--- src/rtl/coef_rom_pipe.sv ---
// Multi-port coefficient ROM returning 8x8 row or transposed column words through a
// stallable LAT-deep read pipeline, with optional 8-beat wrapping bursts per port.
module coef_rom_pipe #(
    parameter int NPORT = 2,
    parameter int LAT   = 2
) (
    input  logic                  clk,
    input  logic                  rst_n,
    input  logic                  stall,
    input  logic [NPORT-1:0]      req_valid,
    input  logic [3*NPORT-1:0]    req_addr,
    input  logic [NPORT-1:0]      req_col,
    input  logic [NPORT-1:0]      req_burst,
    output logic [NPORT-1:0]      busy,
    output logic [64*NPORT-1:0]   dout,
    output logic [NPORT-1:0]      dout_valid,
    output logic [3*NPORT-1:0]    dout_idx,
    output logic [NPORT-1:0]      dout_col
);

    if (NPORT < 1 || NPORT > 4) begin : g_bad_nport
        $error("coef_rom_pipe: NPORT must be in 1..4");
    end
    if (LAT < 1 || LAT > 4) begin : g_bad_lat
        $error("coef_rom_pipe: LAT must be in 1..4");
    end

    function automatic logic [63:0] row_word(input logic [2:0] r);
        logic [63:0] w;
        case (r)
            3'd0:    w = 64'h5B5B5B5B5B5B5B5B;
            3'd1:    w = 64'h7E6A4719E7B99682;
            3'd2:    w = 64'h7631CF8A8ACF3176;
            3'd3:    w = 64'h6AE782B9477E1996;
            3'd4:    w = 64'h5BA5A55B5BA5A55B;
            3'd5:    w = 64'h4782196A96E77EB9;
            3'd6:    w = 64'h318A76CFCF768A31;
            3'd7:    w = 64'h19B96A827E9647E7;
            default: w = 64'h0000000000000000;
        endcase
        return w;
    endfunction

    // Column c gathers byte c of every row, row 0 landing in the MSB byte.
    function automatic logic [63:0] col_word(input logic [2:0] c);
        logic [63:0] w;
        logic [63:0] rw;
        w = 64'h0000000000000000;
        for (int r = 0; r < 8; r++) begin
            rw = row_word(3'(r));
            w[63-8*r -: 8] = rw[63-8*int'(c) -: 8];
        end
        return w;
    endfunction

    function automatic logic [63:0] coef_word(input logic [2:0] idx, input logic col);
        logic [63:0] w;
        if (col) begin
            w = col_word(idx);
        end else begin
            w = row_word(idx);
        end
        return w;
    endfunction

    for (genvar p = 0; p < NPORT; p++) begin : g_port
        logic                  busy_q, busy_d;
        logic [2:0]            bidx_q, bidx_d;
        logic                  bcol_q, bcol_d;
        logic [2:0]            bleft_q, bleft_d;
        logic                  iss_v_s;
        logic [2:0]            iss_idx_s;
        logic                  iss_col_s;
        logic [LAT-1:0]        pv_q;
        logic [LAT-1:0][2:0]   pidx_q;
        logic [LAT-1:0]        pcol_q;
        logic [LAT-1:0][63:0]  pdat_q;

        // Issue selection: an active burst owns the port, otherwise a new request is taken.
        always_comb begin
            busy_d    = busy_q;
            bidx_d    = bidx_q;
            bcol_d    = bcol_q;
            bleft_d   = bleft_q;
            iss_v_s   = 1'b0;
            iss_idx_s = 3'd0;
            iss_col_s = 1'b0;
            if (busy_q) begin
                iss_v_s   = 1'b1;
                iss_idx_s = bidx_q;
                iss_col_s = bcol_q;
                bidx_d    = bidx_q + 3'd1;
                bleft_d   = bleft_q - 3'd1;
                busy_d    = (bleft_q != 3'd1);
            end else if (req_valid[p]) begin
                iss_v_s   = 1'b1;
                iss_idx_s = req_addr[3*p +: 3];
                iss_col_s = req_col[p];
                if (req_burst[p]) begin
                    busy_d  = 1'b1;
                    bidx_d  = req_addr[3*p +: 3] + 3'd1;
                    bcol_d  = req_col[p];
                    bleft_d = 3'd7;
                end else begin
                    busy_d  = 1'b0;
                end
            end else begin
                iss_v_s = 1'b0;
            end
        end

        // Burst state and read pipeline; everything freezes while stall is high.
        always_ff @(posedge clk or negedge rst_n) begin
            if (!rst_n) begin
                busy_q  <= 1'b0;
                bidx_q  <= 3'd0;
                bcol_q  <= 1'b0;
                bleft_q <= 3'd0;
                pv_q    <= '0;
                pidx_q  <= '0;
                pcol_q  <= '0;
                pdat_q  <= '0;
            end else if (!stall) begin
                busy_q    <= busy_d;
                bidx_q    <= bidx_d;
                bcol_q    <= bcol_d;
                bleft_q   <= bleft_d;
                pv_q[0]   <= iss_v_s;
                pidx_q[0] <= iss_v_s ? iss_idx_s : 3'd0;
                pcol_q[0] <= iss_v_s ? iss_col_s : 1'b0;
                pdat_q[0] <= iss_v_s ? coef_word(iss_idx_s, iss_col_s) : 64'h0000000000000000;
                for (int i = 1; i < LAT; i++) begin
                    pv_q[i]   <= pv_q[i-1];
                    pidx_q[i] <= pidx_q[i-1];
                    pcol_q[i] <= pcol_q[i-1];
                    pdat_q[i] <= pdat_q[i-1];
                end
            end
        end

        assign busy[p]             = busy_q;
        assign dout[64*p +: 64]    = pdat_q[LAT-1];
        assign dout_valid[p]       = pv_q[LAT-1];
        assign dout_idx[3*p +: 3]  = pidx_q[LAT-1];
        assign dout_col[p]         = pcol_q[LAT-1];
    end

endmodule

--- config.mk ---
export PLATFORM = sky130hd
export DESIGN_NAME = coef_rom_pipe
export DESIGN_NICKNAME = d
export VERILOG_FILES = /design/src/rtl/coef_rom_pipe.sv
export SDC_FILE = /design/constraint.sdc
export NUM_CORES = 1
export LEC_CHECK = 0
export ABC_CLOCK_PERIOD_IN_PS = 2400
export CORE_ASPECT_RATIO = 0.75
export CORE_MARGIN = 2
export CORE_UTILIZATION = 35
export DETAILED_ROUTE_END_ITERATION = 8
export GPL_TIMING_DRIVEN = 1
export PLACE_DENSITY = 0.65
export REMOVE_ABC_BUFFERS = 1
export SYNTH_ARGS = -nofsm -noshare
export SYNTH_HDL_FRONTEND = slang
export SYNTH_SLANG_ARGS = --single-unit
--- constraint.sdc ---
create_clock -name clk -period 2.4 [get_ports clk]
set_input_delay 0.24 -clock clk [delete_from_list [all_inputs] [get_ports clk]]
set_output_delay 0.24 -clock clk [all_outputs]
set_load 0.05 [all_outputs]
==> results.cfg, run 1 <==
[place]
post-place-cells = 1806
pre_cts_ws_ns = -0.167
dp_hpwl_mm = 26.6
gp_routability_congestion = 0.925
io_buffers = 152

[drt]
ant_nets = 0
vias_per_cell = 5.23
drt-pass1-iter-count = 5
drtIter0Drc = 898
route.detailed.drc = 0
vias = 9706
finalWirelength_mm = 36.7
routed_wire_length_per_instance_um = 19.8

[hold_path]
timing.hold.worst_path_depth = 3
timing.hold.worst.class = in2reg

[synthesis]
synthDistinctLibCells = 65
ys_top_cells_by_area = sky130_fd_sc_hd__dfrtp_1 (52%), sky130_fd_sc_hd__mux2_2 (11%), sky130_fd_sc_hd__buf_4 (7.8%)
postSynth.topFlopCell = sky130_fd_sc_hd__dfrtp_1
ys_ff_latch = 280
synthesis.instances = 1223
netlist.top_cell.by_area = sky130_fd_sc_hd__dfrtp_1
number_of_synthesized_flops_with_an_enable_pin = 0
synth_top_area_share = 0.515
yosys_warn_count = 0
synthesis.area_per_instance_um2 = 11.1
netlist_area_before_placement_mm2 = 0.0136
synth.yosys.seq_area_share = 0.515
async_reset_ff_frac = 1.00

[cells_and_area]
layout.cells.most_common = sky130_fd_sc_hd__dfrtp_1
antenna_cells_inserted = 0
final_layout_size_suffix_gt1_frac = 0.247
finish.cell_count_without_fillers = 1857
finish.net_count = 1371
area_growth_pct = 20.7
most-common-layout-cells = sky130_fd_sc_hd__dfrtp_1 (280), sky130_fd_sc_hd__clkdlybuf4s50_1 (148), sky130_fd_sc_hd__mux2_2 (137)

[floorplan]
fp.dieArea_mm2 = 0.0405
die_width_um = 232
initial_core_util = 0.355
floorplan.core_area_mm2 = 0.0383
dieHeight_um = 175
std_cell_rows = 62
io_pins = 155

[critical_path]
crit_path_end_kind = flop
critPathTopFamily = compound AO/OA/AOI/OAI gates
cp.depth = 8
timing.critical_path.fanout_max = 16
timing.critical_path.required_ns = 2.83
arrival_ns = 2.72
cpPeakStageDelay_ns = 0.45
startpoint_type = flop
ff2ff_path_depth = 8
critical_path.most_common_cell = sky130_fd_sc_hd__buf_4
worstSetupPathType = reg2reg
ordered_list_of_cells_on_the_worst_path = buf_4 -> nand3b_1 -> nand2_1 -> ha_1 -> o21ai_2 -> buf_4 -> a21boi_0 -> o21ai_0
critical_path_buf_inv_count = 2
critical_path_s_slowest_cell = sky130_fd_sc_hd__dfrtp_1

[sta]
grt_setup_unrepaired = no
min_period_over_period = 0.956
timing.final.max_slew_violations = 0
timing.hold.ws_ns = 0.121
period_needed_ns = 2.30
hold_viol_final = 0
setup_viol = 0
setup_total_negative_slack_ns = 0
max_freq_mhz = 436
worst-slew-pin-transition_ns = 0.611
relSlewSlack = 0.593
worst_clock_skew_ns = 0.0111
post-route-worst-setup-slack_ns = 0.105

[grt]
grt_first_pass_wirelength_mm = 58.2
grtUsageTotal = 0.182
grt_max_degree = 83
global_route.overflow_total = 0
via_count_of_the_first_global_routing_pass = 9959
antenna_found_initial = 0

[cts]
cts.htree.levels = 1
cts-buffers-inserted = 29
clock-sinks = 280
cts_tree = done
path_clk_slew_ns = 0.06
clock_tree.buffer_depth = 3
worst_skew_pair.late_latency_ns = 0.56
clock-root-buffer = sky130_fd_sc_hd__clkbuf_16

[flow_run]
drv_cap = 0

[status]
status = completed
==> registers in the layout, summed over array words and instances, names as in the netlist, 4 cells and up <==
name,flops
dout,122
dout_idx,6
g_port.bidx_q,6
g_port.bleft_q,6
g_port.pcol_q,4
g_port.pdat_q,122
g_port.pidx_q,6
g_port.pv_q,4
==> worst paths after layout <==
path / from / to / slack [ns]
max: g_port[0].busy_q$_DFFE_PN0N_ / g_port[0].pdat_q[43]$_DFFE_PN0N_ / 0.10
min: stall / g_port[1].pdat_q[9]$_DFFE_PN0N_ / 0.12
max reg2reg: g_port[0].busy_q$_DFFE_PN0N_ / g_port[0].pdat_q[43]$_DFFE_PN0N_ / 0.10
min reg2reg: g_port[0].bidx_q[1]$_DFFE_PN0P_ / g_port[0].bidx_q[1]$_DFFE_PN0P_ / 0.48
max in group asynchronous: rst_n / g_port[1].pdat_q[29]$_DFFE_PN0N_ / 1.36
min in group asynchronous: rst_n / dout[8]$_DFFE_PN0N_ / 0.22
==> synth_stat cells, types with 3 or more instances <==
library cell,instances
sky130_fd_sc_hd__and3_1,12
sky130_fd_sc_hd__mux2i_1,6
sky130_fd_sc_hd__o211ai_1,15
sky130_fd_sc_hd__o21bai_1,3
sky130_fd_sc_hd__nor3_1,13
sky130_fd_sc_hd__dfrtp_1,280
sky130_fd_sc_hd__a22o_1,30
sky130_fd_sc_hd__a21oi_1,49
sky130_fd_sc_hd__o21ai_0,82
sky130_fd_sc_hd__a211oi_1,5
sky130_fd_sc_hd__inv_1,24
sky130_fd_sc_hd__a21boi_0,5
sky130_fd_sc_hd__clkbuf_1,28
sky130_fd_sc_hd__nor2_1,31
sky130_fd_sc_hd__nand4_1,5
sky130_fd_sc_hd__a31oi_1,8
sky130_fd_sc_hd__a32oi_1,4
sky130_fd_sc_hd__o21a_1,3
sky130_fd_sc_hd__and2_1,5
sky130_fd_sc_hd__nand3b_1,9
sky130_fd_sc_hd__a32o_1,12
sky130_fd_sc_hd__mux2_2,137
sky130_fd_sc_hd__a22oi_1,6
sky130_fd_sc_hd__o31ai_1,10
sky130_fd_sc_hd__buf_4,141
sky130_fd_sc_hd__nor2b_1,4
sky130_fd_sc_hd__a221o_1,5
sky130_fd_sc_hd__buf_1,6
sky130_fd_sc_hd__nand2b_1,3
sky130_fd_sc_hd__o22ai_1,10
sky130_fd_sc_hd__o21ai_1,5
sky130_fd_sc_hd__nand2_1,112
sky130_fd_sc_hd__a311oi_1,3
sky130_fd_sc_hd__a21o_1,5
sky130_fd_sc_hd__a211o_1,4
sky130_fd_sc_hd__nand3_1,29
sky130_fd_sc_hd__ha_1,30
sky130_fd_sc_hd__buf_2,35
sky130_fd_sc_hd__o221ai_1,10
sky130_fd_sc_hd__and3b_1,5
==> cell type report <==
class,instances,area (um^2)
fillers,3604,21900
flip-flops and latches,280,7010
multi-input cells,708,5140
repair buffers,283,2630
clock buffers,41,841
well taps,512,641
inverters,24,90.1
clock inverters,9,76.3
==> worst register-to-register path: stages (launching register included) <==
cell and delay (ns):
sky130_fd_sc_hd__dfrtp_1 0.45, sky130_fd_sc_hd__buf_4 0.25, sky130_fd_sc_hd__nand3b_1 0.15, sky130_fd_sc_hd__nand2_1 0.21
sky130_fd_sc_hd__ha_1 0.43, sky130_fd_sc_hd__o21ai_2 0.15, sky130_fd_sc_hd__buf_4 0.18, sky130_fd_sc_hd__a21boi_0 0.24
sky130_fd_sc_hd__o21ai_0 0.12
==> metrics by stage <==
step | area, um^2 | utilization
floorplan | 12200 | -
finish | 16400 | 0.428
CTS | 16400 | 0.428
detailed placement | 15500 | 0.404
global route | 16400 | 0.428
global placement | 15500 | 0.404
==> cells by family after synthesis <==
kind of cell,share of synthesized area
AOI/OAI and AO/OA,0.142
xor gates and xnor gates,0.00129
adders and majority gates,0.0276
buffers and inverters,0.108
DFF,0.515
muxes,0.119
other,0.000276
and+or+nand+nor,0.0863
==> what timing repair did <==
item,CTS,global route
setup endpoints to repair,0,4
endpoints found under the hold margin,54,0
buffers inserted,0,0
hold buffers,1,0
resized for setup,0,3
==> metal layers <==
| metal | global-route usage | part of all wire | vias up |
|---|---|---|---|
| met4 | 0.0435 | 0.024 | 0 |
| met1 | 0.277 | 0.49 | 4899 |
| met5 | 0 | 0 | - |
| met2 | 0.258 | 0.41 | 328 |
| li1 | - | - | 4431 |
| met3 | 0.0419 | 0.078 | 48 |
Power of run 1 is left out: the tool's default activity adds up to more than one toggle a clock period on the data nets, which glitch-free logic cannot reach.
==> inputs of run 2 (changes only) <==
--- a/config.mk
+++ b/config.mk
@@ -13,6 +13,7 @@
 export GPL_TIMING_DRIVEN = 1
 export PLACE_DENSITY = 0.65
 export REMOVE_ABC_BUFFERS = 1
+export SETUP_SLACK_MARGIN = 0.15
 export SYNTH_ARGS = -nofsm -noshare
 export SYNTH_HDL_FRONTEND = slang
 export SYNTH_SLANG_ARGS = --single-unit
==> run 2 against run 1 <==
  * Sequential share of layout area decreased by 0.088 points
  * Worst setup slack improved by 0.10 ns
  * Global-route usage barely moved
  * Maximum frequency up 4.6%
  * Cell count is the same
  * First-iteration DRC count grew 0.78%
  * Critical path depth fell by 3
  * Die area is the same
  * Sequential cell count stayed put
  * Largest cell class unchanged
  * Highest routed layer unchanged
==> results.cfg, run 2 (synthesized netlist as in run 1, its figures left out) <==
[sta]
worst-slew-pin-transition_ns = 0.653
grt_setup_unrepaired = no
max_freq_mhz = 456
timing.final.max_slew_violations = 0
relSlewSlack = 0.563
timing.hold.ws_ns = 0.114
min_period_over_period = 0.915
hold_viol_final = 0
period_needed_ns = 2.20
worst_clock_skew_ns = 0.0131
setup_viol = 0

[floorplan]
std_cell_rows = 62
dieHeight_um = 175
initial_core_util = 0.355
die_width_um = 232
io_pins = 155
fp.dieArea_mm2 = 0.0405
floorplan.core_area_mm2 = 0.0383

[drt]
wire_length_on_met3_mm = 2.96
finalWirelength_mm = 36.8
vias_per_cell = 5.24
detailroute.wirelength.met2_mm = 15.3
vias = 9733
route.detailed.drc = 0
ant_nets = 0
routed_wire_length_per_instance_um = 19.8
drt-pass1-iter-count = 5
drtIter0Drc = 905
drt-met1-wl_mm = 17.7
maxUsedRoutingLayer = met4

[cells_and_area]
most-common-layout-cells = sky130_fd_sc_hd__dfrtp_1 (280), sky130_fd_sc_hd__clkdlybuf4s50_1 (148), sky130_fd_sc_hd__mux2_2 (137)
finish.net_count = 1371
nFillCells = 3605
antenna_cells_inserted = 0
final_layout_size_suffix_gt1_frac = 0.253
layout.cells.most_common = sky130_fd_sc_hd__dfrtp_1
area_growth_pct = 20.9
finish.cell_count_without_fillers = 1857

[critical_path]
timing.critical_path.fanout_max = 16
startpoint_type = flop
arrival_ns = 2.64
crit_path_end_kind = flop
regToRegStartpoint = g_port[0].busy_q$_DFFE_PN0N_
worstSetupPathType = reg2reg
timing.critical_path.required_ns = 2.85
timing.critical_path.from = g_port[0].busy_q$_DFFE_PN0N_

[cts]
clock-root-buffer = sky130_fd_sc_hd__clkbuf_16
cts_tree = done
cts.htree.levels = 1
post-cts-setup-buffers = 0
worst_skew_pair.late_latency_ns = 0.56
cts-buffers-inserted = 29
path_clk_slew_ns = 0.06
clock_tree.buffer_depth = 3
clock-sinks = 280

[place]
gp_routability_congestion = 0.925
post-place-cells = 1806
io_buffers = 152
dp_hpwl_mm = 26.6

[hold_path]
timing.hold.worst.class = in2reg
hp-start = stall

[grt]
grtUsageTotal = 0.182
global_route.overflow_total = 0
grt_first_pass_wirelength_mm = 58.2
grt_max_degree = 83
via_count_of_the_first_global_routing_pass = 9979
antenna_found_initial = 0

[flow_run]
drv_cap = 0

[status]
status = completed
==> run 2: cell counts in the layout (fill, tap and decap cells not counted) <==
No cell type changed its count.
==> run 2: worst max-delay path: stages, from the launching register on <==
cell and delay [ns]:
sky130_fd_sc_hd__dfrtp_1 0.45, sky130_fd_sc_hd__buf_6 0.19, sky130_fd_sc_hd__and2_1 0.31, sky130_fd_sc_hd__o211ai_1 0.61
sky130_fd_sc_hd__o211ai_1 0.26, sky130_fd_sc_hd__a22o_1 0.26
==> run 2: path summary, 6_finish.rpt <==
check / endpoint / slack (ns) / cells past startpoint
min reg2reg: g_port[1].pdat_q[38]$_DFFE_PN0N_ / 0.48 / 2
max in group asynchronous: g_port[1].pdat_q[29]$_DFFE_PN0N_ / 1.36 / 3
min: g_port[1].pdat_q[9]$_DFFE_PN0N_ / 0.11 / 3
min in group asynchronous: dout[8]$_DFFE_PN0N_ / 0.22 / 2
max: g_port[0].pdat_q[16]$_DFFE_PN0N_ / 0.20 / 5
max reg2reg: g_port[0].pdat_q[16]$_DFFE_PN0N_ / 0.20 / 5
==> run 2: final cells by class <==
class,instances,area (um^2),area share
clock buffer,41,841,0.0511
clock inverter,9,76.3,0.00464
inverter,24,90.1,0.00548
multi-input combinational,708,5170,0.314
sequential,280,7010,0.426
tap,512,641,0.0389
timing repair buffer,283,2630,0.160
==> run 2: what timing repair did <==
item,in CTS,in global routing
gates resized for setup,3,11
cloned,0,0
endpoints found under the setup margin,3,25
hold buffers,1,0
pin swaps,0,0
endpoints found under the hold margin,54,0
==> run 2: metal layers <==
layer  GRT usage  up-vias
met5           0        -
met4      0.0435        0
met3      0.0410       50
met2       0.258      351
met1       0.278     4911
li1            -     4421
==> run 2: stage by stage <==
step                      instance area, um^2  worst slack, ns  utilization  TNS [ns]
final                                   16500            0.205        0.429         0
after detailed placement                15500           -0.167        0.404     -2.28
after CTS                               16400            0.171        0.428         0
after global routing                    16500            0.150        0.429         0
after global placement                  15500          -0.0638        0.404    -0.316
after floorplan                         12200           -0.790            -    -22.87
Power of run 2 is left out for the same reason.
